$ cat config.mk
export PLATFORM = sky130hd
export DESIGN_NAME = taxi_eth_link_wdog
export DESIGN_NICKNAME = d
export VERILOG_FILES = /design/src/rtl/taxi_link_wdog_pkg.sv /design/src/rtl/taxi_link_wdog_filter.sv /design/src/rtl/taxi_eth_link_wdog.sv
export SDC_FILE = /design/constraint.sdc
export NUM_CORES = 1
export LEC_CHECK = 0
export BUFFER_PORTS_ARGS = -buffer_cell sky130_fd_sc_hd__buf_4
export CORE_MARGIN = 2
export CORE_UTILIZATION = 45
export CTS_BUF_LIST = sky130_fd_sc_hd__clkbuf_8
export DETAILED_ROUTE_END_ITERATION = 8
export SETUP_SLACK_MARGIN = 0.2
export SYNTH_ARGS = -nofsm -noshare
export SYNTH_HDL_FRONTEND = slang
export SYNTH_HIERARCHICAL = 1
export SYNTH_SLANG_ARGS = --single-unit
$ cat constraint.sdc
create_clock -name clk -period 2.9 [get_ports clk]
set_input_delay 0.725 -clock clk [delete_from_list [all_inputs] [get_ports clk]]
set_output_delay 0.725 -clock clk [all_outputs]
set_load 0.01 [all_outputs]
$ cat src/rtl/taxi_link_wdog_pkg.sv
// -----------------------------------------------------------------------------
// taxi_link_wdog_pkg
// Shared definitions for the Ethernet link watchdog.
//   wdog_state_t : 3-bit FSM state encoding, also driven out on the state port
//   SYNC_STAGES  : depth of the input synchronizers for the PHY status signals
// -----------------------------------------------------------------------------
package taxi_link_wdog_pkg;

  typedef enum logic [2:0] {
    ST_IDLE        = 3'd0,
    ST_RECOVER     = 3'd1,
    ST_WAIT_LOCK   = 3'd2,
    ST_WAIT_STATUS = 3'd3,
    ST_UP          = 3'd4
  } wdog_state_t;

  localparam int SYNC_STAGES = 2;

endpackage

$ cat src/rtl/taxi_link_wdog_filter.sv
// -----------------------------------------------------------------------------
// taxi_link_wdog_filter
// Consecutive-cycle debounce: done is high in the cycle that is the N-th
// consecutive cycle of in=1 (and in every following cycle while in stays 1).
// Ports:
//   clk  : clock
//   rst  : asynchronous active-high reset
//   clr  : holds the run length at zero and masks done
//   in   : condition being debounced
//   done : run of N consecutive in=1 cycles completed this cycle
// -----------------------------------------------------------------------------
module taxi_link_wdog_filter #(
  parameter int N = 8
) (
  input  logic clk,
  input  logic rst,
  input  logic clr,
  input  logic in,
  output logic done
);

  localparam int CW = (N > 1) ? $clog2(N) : 1;
  localparam logic [CW-1:0] LAST = CW'(N - 1);

  if (N < 1) begin : g_chk_n
    $error("taxi_link_wdog_filter: N must be at least 1");
  end

  // Run length of previous in=1 cycles, saturating at N-1 so the counter
  // never needs more bits than N itself.
  logic [CW-1:0] cnt;

  always_ff @(posedge clk or posedge rst) begin
    if (rst) begin
      cnt <= '0;
    end else if (clr || !in) begin
      cnt <= '0;
    end else if (cnt != LAST) begin
      cnt <= cnt + 1'b1;
    end
  end

  assign done = in && !clr && (cnt == LAST);

endmodule

$ cat src/rtl/taxi_eth_link_wdog.sv
// -----------------------------------------------------------------------------
// taxi_eth_link_wdog
// Per-channel link watchdog and recovery sequencer for the 10G/25G MAC/PHY.
// Watches PHY block lock, high BER and RX status, pulses the MAC RX reset when
// the link does not come up in bounded time, and provides a debounced link_up.
//
// Ports:
//   clk           : control clock (xcvr_ctrl_clk)
//   rst           : asynchronous active-high reset
//   enable        : low forces IDLE and drops rx_rst_req / link_up
//   force_reset   : single-cycle request to restart the recovery sequence
//   rx_block_lock : PHY block lock (asynchronous, synchronized here)
//   rx_high_ber   : PHY high BER (asynchronous, synchronized here)
//   rx_status     : PHY link status (asynchronous, synchronized here)
//   rx_rst_req    : registered RX reset request, high while state is RECOVER
//   link_up       : registered filtered link status, high while state is UP
//   state         : current state (IDLE=0 RECOVER=1 WAIT_LOCK=2 WAIT_STATUS=3 UP=4)
//   fail_count    : saturating count of WAIT_LOCK / WAIT_STATUS timeouts
//   down_count    : saturating count of UP -> down transitions
//
// Build option:
//   TAXI_LINK_WDOG_BACKOFF_EN : exponential backoff of the WAIT_LOCK limit,
//   LOCK_TIMEOUT << k, where k counts consecutive timeouts up to MAX_BACKOFF.
// -----------------------------------------------------------------------------
module taxi_eth_link_wdog
  import taxi_link_wdog_pkg::*;
#(
  parameter int TIMER_W        = 24,
  parameter int LOCK_TIMEOUT   = 2000000,
  parameter int STATUS_TIMEOUT = 1000000,
  parameter int RST_PULSE      = 16,
  parameter int UP_FILTER      = 1024,
  parameter int DOWN_FILTER    = 8,
  parameter int CNT_W          = 16,
  parameter int MAX_BACKOFF    = 4
) (
  input  logic             clk,
  input  logic             rst,
  input  logic             enable,
  input  logic             force_reset,
  input  logic             rx_block_lock,
  input  logic             rx_high_ber,
  input  logic             rx_status,
  output logic             rx_rst_req,
  output logic             link_up,
  output logic [2:0]       state,
  output logic [CNT_W-1:0] fail_count,
  output logic [CNT_W-1:0] down_count
);

  localparam logic [TIMER_W-1:0] PULSE_LAST  = TIMER_W'(RST_PULSE - 1);
  localparam logic [TIMER_W-1:0] STATUS_LAST = TIMER_W'(STATUS_TIMEOUT - 1);

  // Elaboration-time parameter checks
  if (longint'(LOCK_TIMEOUT) > (longint'(1) << TIMER_W)) begin : g_chk_lock
    $error("LOCK_TIMEOUT does not fit in TIMER_W");
  end
  if (longint'(STATUS_TIMEOUT) > (longint'(1) << TIMER_W)) begin : g_chk_status
    $error("STATUS_TIMEOUT does not fit in TIMER_W");
  end
  if (RST_PULSE < 1) begin : g_chk_pulse
    $error("RST_PULSE must be at least 1");
  end
  if (MAX_BACKOFF < 0) begin : g_chk_backoff
    $error("MAX_BACKOFF must not be negative");
  end

  function automatic logic [CNT_W-1:0] sat_inc(input logic [CNT_W-1:0] v);
    return (&v) ? v : v + 1'b1;
  endfunction

  // ---------------------------------------------------------------------------
  // Input synchronizers
  // ---------------------------------------------------------------------------
  logic [SYNC_STAGES-1:0] lock_sync;
  logic [SYNC_STAGES-1:0] ber_sync;
  logic [SYNC_STAGES-1:0] status_sync;

  always_ff @(posedge clk or posedge rst) begin
    if (rst) begin
      lock_sync   <= '0;
      ber_sync    <= '0;
      status_sync <= '0;
    end else begin
      lock_sync   <= {lock_sync[SYNC_STAGES-2:0], rx_block_lock};
      ber_sync    <= {ber_sync[SYNC_STAGES-2:0], rx_high_ber};
      status_sync <= {status_sync[SYNC_STAGES-2:0], rx_status};
    end
  end

  logic block_lock_s;
  logic high_ber_s;
  logic status_s;

  assign block_lock_s = lock_sync[SYNC_STAGES-1];
  assign high_ber_s   = ber_sync[SYNC_STAGES-1];
  assign status_s     = status_sync[SYNC_STAGES-1];

  // ---------------------------------------------------------------------------
  // Debounce filters (each only runs while the FSM is in its own state)
  // ---------------------------------------------------------------------------
  wdog_state_t st;
  logic        up_done;
  logic        down_done;

  taxi_link_wdog_filter #(.N(UP_FILTER)) u_up_filter (
    .clk  (clk),
    .rst  (rst),
    .clr  (st != ST_WAIT_STATUS),
    .in   (status_s),
    .done (up_done)
  );

  taxi_link_wdog_filter #(.N(DOWN_FILTER)) u_down_filter (
    .clk  (clk),
    .rst  (rst),
    .clr  (st != ST_UP),
    .in   (!status_s || high_ber_s),
    .done (down_done)
  );

  // ---------------------------------------------------------------------------
  // Timeout limits
  // ---------------------------------------------------------------------------
  logic [TIMER_W-1:0] timer;
  logic [TIMER_W-1:0] lock_last;
  logic               lock_timeout;
  logic               status_timeout;

  assign lock_timeout   = (st == ST_WAIT_LOCK) && !block_lock_s && (timer == lock_last);
  // UP wins over a timeout landing in the same cycle
  assign status_timeout = (st == ST_WAIT_STATUS) && block_lock_s && !up_done &&
                          (timer == STATUS_LAST);

`ifdef TAXI_LINK_WDOG_BACKOFF_EN
  localparam int KW = (MAX_BACKOFF > 0) ? $clog2(MAX_BACKOFF + 1) : 1;
  localparam logic [KW-1:0] K_MAX = KW'(MAX_BACKOFF);

  if ((longint'(LOCK_TIMEOUT) << MAX_BACKOFF) > (longint'(1) << TIMER_W)) begin : g_chk_bo
    $error("LOCK_TIMEOUT << MAX_BACKOFF does not fit in TIMER_W");
  end

  logic [KW-1:0] k;
  logic          up_enter;

  assign up_enter  = (st == ST_WAIT_STATUS) && block_lock_s && up_done;
  assign lock_last = (TIMER_W'(LOCK_TIMEOUT) << k) - TIMER_W'(1);

  // Consecutive-failure count; only a successful link-up or an operator
  // action (disable / force) resets the backoff.
  always_ff @(posedge clk or posedge rst) begin
    if (rst) begin
      k <= '0;
    end else if (!enable || force_reset || up_enter) begin
      k <= '0;
    end else if ((lock_timeout || status_timeout) && (k != K_MAX)) begin
      k <= k + 1'b1;
    end
  end
`else
  assign lock_last = TIMER_W'(LOCK_TIMEOUT - 1);
`endif

  // ---------------------------------------------------------------------------
  // Recovery FSM; rx_rst_req and link_up are loaded together with the next
  // state so they track state exactly, with no extra output lag.
  // ---------------------------------------------------------------------------
  always_ff @(posedge clk or posedge rst) begin
    if (rst) begin
      st         <= ST_IDLE;
      timer      <= '0;
      rx_rst_req <= 1'b0;
      link_up    <= 1'b0;
      fail_count <= '0;
      down_count <= '0;
    end else if (!enable) begin
      st         <= ST_IDLE;
      timer      <= '0;
      rx_rst_req <= 1'b0;
      link_up    <= 1'b0;
    end else if (force_reset && (st != ST_IDLE)) begin
      st         <= ST_RECOVER;
      timer      <= '0;
      rx_rst_req <= 1'b1;
      link_up    <= 1'b0;
    end else begin
      case (st)
        ST_IDLE: begin
          st         <= ST_RECOVER;
          timer      <= '0;
          rx_rst_req <= 1'b1;
          link_up    <= 1'b0;
        end
        ST_RECOVER: begin
          if (timer == PULSE_LAST) begin
            st         <= ST_WAIT_LOCK;
            timer      <= '0;
            rx_rst_req <= 1'b0;
          end else begin
            timer <= timer + 1'b1;
          end
        end
        ST_WAIT_LOCK: begin
          if (block_lock_s) begin
            st    <= ST_WAIT_STATUS;
            timer <= '0;
          end else if (lock_timeout) begin
            st         <= ST_RECOVER;
            timer      <= '0;
            rx_rst_req <= 1'b1;
            fail_count <= sat_inc(fail_count);
          end else begin
            timer <= timer + 1'b1;
          end
        end
        ST_WAIT_STATUS: begin
          if (!block_lock_s) begin
            st    <= ST_WAIT_LOCK;
            timer <= '0;
          end else if (up_done) begin
            st      <= ST_UP;
            timer   <= '0;
            link_up <= 1'b1;
          end else if (status_timeout) begin
            st         <= ST_RECOVER;
            timer      <= '0;
            rx_rst_req <= 1'b1;
            fail_count <= sat_inc(fail_count);
          end else begin
            timer <= timer + 1'b1;
          end
        end
        ST_UP: begin
          // Link loss goes back to waiting for lock, never straight to reset
          if (down_done) begin
            st         <= ST_WAIT_LOCK;
            timer      <= '0;
            link_up    <= 1'b0;
            down_count <= sat_inc(down_count);
          end
        end
        default: begin
          st         <= ST_IDLE;
          timer      <= '0;
          rx_rst_req <= 1'b0;
          link_up    <= 1'b0;
        end
      endcase
    end
  end

  assign state = st;

endmodule
==> summary.md, run 1 <==
| Metric | Value |
|---|---|
| Status | finished, final reports clean |
| Minimum clock period | approximately 2.6 ns |
| Die ar. | 10200 µm² |
| Combinational share of power | between 15 and 20% |
| Number of synthesized flops with an enable pin | 0 |
| Worst Skew | 0.0126 ns |
| DP Area | ~4700 µm² |
| Fill count | 800 |
| Area growth syn-to-layout | 19.7% |
| Post-Route WL | 8960 µm |
| First DRT Iteration DRCs | ~190 |
| Die extent in y | 101 µm |
| Final ANT Viol Nets | 0 |
| Synth warnings | 6 |
| Critical path's most frequent cell | nor4_4 |
| I/O pin cnt | 44 |
| # rows | 35 |
| Syn_nets | 440 |
| Pin count of the biggest net entering global routing | 48 |
| Arr. time, crit path | about 2.8 ns |
| Sw Share | 28.4% |
| Maximum VDD drop | 238 µV |
| Hold/Removal Path Class | in -> async |
| Drt wl/cell | roughly 15 µm |
| Cell with the most instances after synthesis | dfrtp_1 |
| Nets | 501 |
| Final setup vio count | 0 |
| Final Max Tran Viols | 0 |
| Max clock buf depth | 2 |
| 1st-pass router iterations | 5 |
| Leading area contributor after synthesis | dfrtp_1 |
| # hold bufs at CTS | 0 |
| Post-route DRC | 0 |
| CTS tree | built |
| Reported leakage power | 2.16 nW |
| Commonest cells post-synth | 80 x dfrtp_1, 50 x nor2_1, 43 x nand2_1 |
| Sw Pwr | 0.000715 W |
| Flop pwr share | 47.9% |
| Worst setup SP type | flop |
| Initial antenna violation count | 0 |
| Clock power share | 36.2% |
| Avg Cell Area, Syn | 9.88 µm² |
| GRT Resource Usage Total | a little under a fifth |
| Max frequency | 391 MHz |
| Reg2reg setup slack | ~0.34 ns |
| CP required | approximately 3.1 ns |
| Final Hold Vio Count | 0 |
| Inserted Diodes | 0 |
| Vias in the first global route | 3231 |
| Seq/Total Area, Yosys | 47.4% |
| Synth unique cells | 60 |
| Clock Tree Root | clkbuf_8 |
| Worst-Margin Slew | 0.677 ns |
| Die X | 101 µm |
| Slowest CP cell | dfrtp_1 |
| Busiest grt layer | met1 |
| Mapped cell area | 4220 µm² |
| Flops & latches, synth | 80 |
| Met3 GRT Util | roughly 4.5% |
| Synth top area share | 47.4% |
| Initial Util | 46.1% |
| Cell count after synthesis | 427 |
| Grt total ovfl | 0 |
| Setup tns final | 0 ns |
| GP Congestion | 0.794 |
| Max cap viols | 0 |
| CP bufs+invs | 1 |
| Worst-Skew Late Latency | 0.35 ns |
| Pwr dens | 497 nW/µm² |
| Clock Pin Slew Worst Setup and Hold Paths | about 0.090 ns |
| CP max FO | 6 |
| Pint | 0.00180 W |
| Met2 usage | 27.9% |
| CTS Sinks | 80 |
| Cts bufs inserted | 9 |
| # port buffers | 43 |
| Async SR Flop Fraction | 100% |
| Share of layout cells above drive strength 1 | 22.1% |
| Delay-heaviest family, CP | simple AND/OR/NAND/NOR gates |
| RSZ-0062 raised after global routing | true |
| Via count | 3367 |
| Top cells by area, synth | dfrtp_1 47%, xnor2_1 8.5%, nor2_1 4.4% |
| H-Tree Depth | 3 |
| Post-route cell area | 5050 µm² |
| Worst Setup End Kind | flop |
| Slew HR | 54.7% |
| Hold WS | ~0.25 ns |
| First-pass GRT wire length | ~16000 µm |
| CP Cell Sequence | ha_1 > and2_2 > nand4_1 > nor2_2 > nand4bb_1 > nor4_4 > a21boi_4 > nor4_4 > buf_4 > nand3_1 > xnor2_1 |
| Final worst-path cycle share | 88.1% |
| Met1 usage | approximately 29% |
| Largest stage delay on the critical path | 0.42 ns |
| Critical path class | reg -> reg |
| Vias per inst | 5.57 |
| HPWL after detailed placement | 6390 µm |
| Core area | 9150 µm² |
| Top FF cell, synth | dfrtp_1 |
## metrics by stage
stage               setup WS (ns)  util (%)  cells  total power, W
CTS                         0.242      54.4    602         0.00253
global placement            0.200      51.6    583         0.00160
detailed placement          0.150      51.6    583         0.00161
global route                0.145      55.2    604         0.00265
floorplan                   0.237         -    427         0.00147
finish                      0.344      55.2    604         0.00251
## metal layers
metal	wire (µm)	share of wire (%)
met1	4400	49
met2	4010	45
met3	460	5.1
met4	94	1.0
met5	0	0
## path summary, 6_finish.rpt
| check | startpoint | to | cells after the start |
|---|---|---|---|
| hold / removal | rst | u_down_filter/cnt[0] | 2 |
| max in group asynchronous | rst | state[0] | 3 |
| hold reg to reg | lock_sync[0] | lock_sync[1] | 0 |
| setup / recovery | u_up_filter/cnt[0] | fail_count[15] | 11 |
| min in group clk | lock_sync[0] | lock_sync[1] | 0 |
| setup reg to reg | u_up_filter/cnt[0] | fail_count[15] | 11 |
## power by group through the flow
stage	logic (W)	clock network, W	registers [W]
floorplan	0.000259	0	0.00121
global placement	0.000382	0	0.00122
detailed placement	0.000385	0	0.00122
CTS	0.000390	0.000937	0.00120
global route	0.000447	0.000995	0.00121
finish	0.000401	0.000909	0.00120
## timing repair
| action | 4_1_cts | 5_1_grt |
|---|---|---|
| pin swaps | 2 | 2 |
| buffers inserted | 3 | 2 |
| resized for setup | 2 | 13 |
| endpoints found under the setup margin | 25 | 43 |
## cell families after synthesis
logic type | after synthesis | synth area share [%]
muxes | 5 | 1.25
adders and majority gates | 6 | 1.78
xor gates and xnor gates | 54 | 11.2
DFF | 80 | 47.4
and+or+nand+nor | 209 | 26.8
buffers and inverters | 25 | 2.73
AOI/OAI and AO/OA | 48 | 8.78
## layout make-up
cell class,instances,area (µm²),area share (%)
multi-input combinational,322,2180,43.1
sequential,80,2000,39.6
timing repair buffer,59,455,9.01
tap,111,139,2.75
clock buffer,9,124,2.45
clock inverter,7,95.1,1.88
inverter,16,60.1,1.19
## flip-flops by register name, summed over array words and instances (netlist names)
register and cells:
link_up 1, ber_sync 2, timer 24, u_down_filter/cnt 3
down_count 16, u_up_filter/cnt 10, state 3, lock_sync 2
status_sync 2, fail_count 16, rx_rst_req 1
## cells in the final DEF, fill, tap and decap left out, types with 2 or more instances in the layout
cell type  Yosys  routed
nand3_1       32      31
bufinv_16      0       2
or4_4          2       2
buf_4          1      58
inv_1         16      16
o31ai_1        2       2
and3_2         2       2
and2_1         3       2
ha_1           6       6
a31o_1         2       2
a31oi_1        3       3
and3_1        10      10
xnor2_1       41      41
nor3_1         7       7
nand2b_1       6       6
or4_1          2       2
nand2_2        1       2
nand2_1       43      42
clkbuf_8       0       9
a211oi_1       2       2
dfrtp_1       80      79
clkinv_4       0       2
nor4_2         1       4
nor4_1        11       7
nor2_2         1       2
nor3_2         2       2
a21oi_2        2       2
nor2b_1        4       4
nor2_1        50      48
o21ai_0        4       4
nor4_4         3       4
xor2_1        13      13
nand4_1       22      22
mux2i_1        3       3
a21o_1         2       2
a21oi_1        8       8
o21ai_1        8       8
Note: power is estimated with default switching activity, not from simulation.
==> run 2, diff against run 1 <==
--- a/config.mk
+++ b/config.mk
@@ -5,6 +5,7 @@
 export SDC_FILE = /design/constraint.sdc
 export NUM_CORES = 1
 export LEC_CHECK = 0
+export ABC_AREA = 1
 export BUFFER_PORTS_ARGS = -buffer_cell sky130_fd_sc_hd__buf_4
 export CORE_MARGIN = 2
 export CORE_UTILIZATION = 45
==> constraint.sdc (replaced) <==
create_clock -name clk -period 2.8 [get_ports clk]
set_input_delay 0.7 -clock clk [delete_from_list [all_inputs] [get_ports clk]]
set_output_delay 0.7 -clock clk [all_outputs]
set_load 0.01 [all_outputs]
==> run 2 against run 1 <==
Compared with the run above:
- count of clock-buffer cells in the layout grew 1
- area after synthesis grew 18%
- fmax grew 9.6%
- critical endpoint unchanged
==> summary.md, run 2 <==
| Metric | Value |
|---|---|
| CP Cell Sequence | ha_1 > inv_1 > nor2_4 > nand2_4 > nor2_8 > nand2_4 > inv_2 > inv_1 > nand2_1 > nor2_4 > nand3_2 > nand2_2 > nand3_4 > buf_12 > nand2_1 > o21ai_2 |
| Drt wl/cell | approximately 13 µm |
| Worst Skew | 0.0107 ns |
| Post-Route WL | 10800 µm |
| Post-route DRC | 0 |
| Die extent in y | 109 µm |
| R2r startpoint | u_up_filter/cnt[0] |
| Number of synthesized flops with an enable pin | 0 |
| Maximum VDD drop | 265 µV |
| Worst-Margin Slew | 0.549 ns |
| Clock Pin Slew Worst Setup and Hold Paths | ~0.080 ns |
| Slowest CP cell | dfrtp_1 |
| Hold/Removal Path Class | in -> async |
| Max reg flops | 24 |
| CP required | ~3 ns |
| Top flop regs | timer: 24 flops, down_count: 16 flops, fail_count: 16 flops |
| Critical path class | reg -> reg |
| PnR Total Power | 0.00256 W |
| Dpl cells | between 800 and 900 |
| Final Max Tran Viols | 0 |
| Die ar. | 11900 µm² |
| RSZ-0062 raised after global routing | false |
| Top FF cell, synth | dfrtp_1 |
| # rows | 38 |
| Worst-Skew Late Latency | 0.37 ns |
| Setup repair bufs after CTS | 0 |
| FF-to-FF path depth | 16 |
| GRT Resource Usage Total | 19.9% |
| First-pass GRT wire length | ~19000 µm |
| Largest stage delay on the critical path | approximately 0.4 ns |
| Leading area contributor after synthesis | dfrtp_1 |
| Cell with the most instances after synthesis | nand2_1 |
| Pin count of the biggest net entering global routing | 43 |
| Max cap viols | 0 |
| Top cells by area, synth | dfrtp_1 40%, nand2_1 15%, inv_1 6.4% |
| 1st-pass router iterations | 5 |
| # port buffers | 43 |
| Inserted Diodes | 0 |
| Worst Setup End Kind | flop |
| Clock Tree Root | clkbuf_8 |
| Final worst-path cycle share | between 80% and 90% |
| Die X | approximately 110 µm |
| Cts bufs inserted | 9 |
| I/O pin cnt | 44 |
| CTS tree | built |
| Synth warnings | 6 |
| Final Hold Vio Count | 0 |
| Cell count after synthesis | 666 |
| Core area | 10800 µm² |
| Seq/Total Area, Yosys | 40.3% |
| Vias per inst | 4.94 |
| H-Tree Depth | 3 |
| Vias in the first global route | 4012 |
| CP max FO | 16 |
| Share of layout cells above drive strength 1 | roughly 18% |
| Final ANT Viol Nets | 0 |
| Largest Register | timer |
| Reported leakage power | 2.67 nW |
| Slew HR | 63.1% |
| Grt total ovfl | 0 |
| Setup tns final | 0 ns |
| Final non-filler cell total | 859 |
| Initial antenna violation count | 0 |
| # hold bufs at CTS | 0 |
| Pwr dens | 457 nW/µm² |
| Synth top area share | 40.3% |
| Status | finished, final reports clean |
| Mapped cell area | 4960 µm² |
| Max clock buf depth | 2 |
| Async SR Flop Fraction | 100% |
| Area growth syn-to-layout | 12.8% |
| Worst setup SP type | flop |
| Minimum clock period | between 2 and 2.5 ns |
| Final setup vio count | 0 |
| Initial Util | 46.0% |
| Reg2reg setup slack | 0.47 ns |
| RR Endpoint | fail_count[15] |
| First DRT Iteration DRCs | 215 |
| Hold WS | around 0.22 ns |
| Synth unique cells | 39 |
| Arr. time, crit path | 2.59 ns |
| GP Congestion | 0.887 |
| Max frequency | 429 MHz |
| Avg Cell Area, Syn | between 7 and 8 µm² |
| Via count | 4242 |
| HPWL after detailed placement | roughly 8000 µm |
| Syn_nets | 679 |
| CTS Sinks | 80 |
| Nets | between 700 and 800 |
| Commonest cells post-synth | 194 x nand2_1, 85 x inv_1, 80 x dfrtp_1 |
| Flops & latches, synth | 80 |
| Commonest non-fill, non-tap cell in the layout | nand2_1 |
| Commonest non-fill, non-tap cells in the layout | 194 x nand2_1, 84 x inv_1, 80 x dfrtp_1 |
==> run 2: how the worst max path moves through the flow <==
stage | startpoint | endpoint | slack, ns | cells past startpoint
6_report | u_up_filter/cnt[0] | fail_count[15] | 0.47 | 16
5_1_grt | u_up_filter/cnt[0] | fail_count[15] | 0.25 | 16
4_1_cts | u_up_filter/cnt[0] | fail_count[15] | 0.30 | 16
3_5_place_dp | u_up_filter/cnt[0] | fail_count[15] | 0.31 | 16
3_3_place_gp | u_up_filter/cnt[0] | fail_count[15] | 0.40 | 16
2_1_floorplan | rst | ber_sync[0] | 0.42 | 1
==> run 2: worst max-delay path, delay by kind of cell, from the launching register on <==
family / cells / cell delay (ns)
adders and majority gates: 1 / 0.24
DFF: 1 / 0.40
buffers and inverters: 4 / 0.45
AOI/OAI and AO/OA: 1 / 0.05
and+or+nand+nor: 10 / 1.08
==> run 2: final cells by class <==
type | count | area (µm²)
Multi-Input combinational cell | 484 | 2540
Sequential cell | 80 | 2000
Fill cell | 1079 | 5190
Clock buffer | 10 | 138
Clock inverter | 6 | 35.0
Timing Repair Buffer | 46 | 358
Tap cell | 140 | 175
Inverter | 93 | 352
==> run 2: cells by family after synthesis <==
kind of cell | Yosys count | share of synthesized area (%)
and+or+nand+nor | 398 | 37.1
buffers and inverters | 102 | 8.62
xor gates and xnor gates | 38 | 6.71
adders and majority gates | 6 | 1.51
AOI/OAI and AO/OA | 42 | 5.67
DFF | 80 | 40.3
==> run 2: through the flow <==
stage	util (%)	instance area (µm²)	setup WS, ns
final	51.9	5600	0.469
after global routing	51.9	5600	0.245
after CTS	51.8	5590	0.300
after detailed placement	50.2	5420	0.308
after global placement	50.2	5420	0.400
after floorplan	-	4960	0.417
==> run 2: metal layers <==
metal  global-route usage, %  routed length, µm  up-vias  share of wire, %
li1                        -                  -     2179                 -
met1                    26.7               5120     1959                47
met2                    31.5               5080       89                47
met3                    5.26                500       15               4.6
met4                    6.41                136        0               1.3
met5                       0                  0        -                 0
==> run 2: timing repair <==
item	4_1_cts	5_1_grt
resized for setup	0	1
endpoints found under the setup margin	0	12
endpoints found under the hold margin	0	0
==> run 2: where the power goes <==
group	internal [W]	switching, W
logic	0.000174	0.000352
clock network	0.000339	0.000435
registers	0.00120	0.0000549
total	0.00171	0.000841
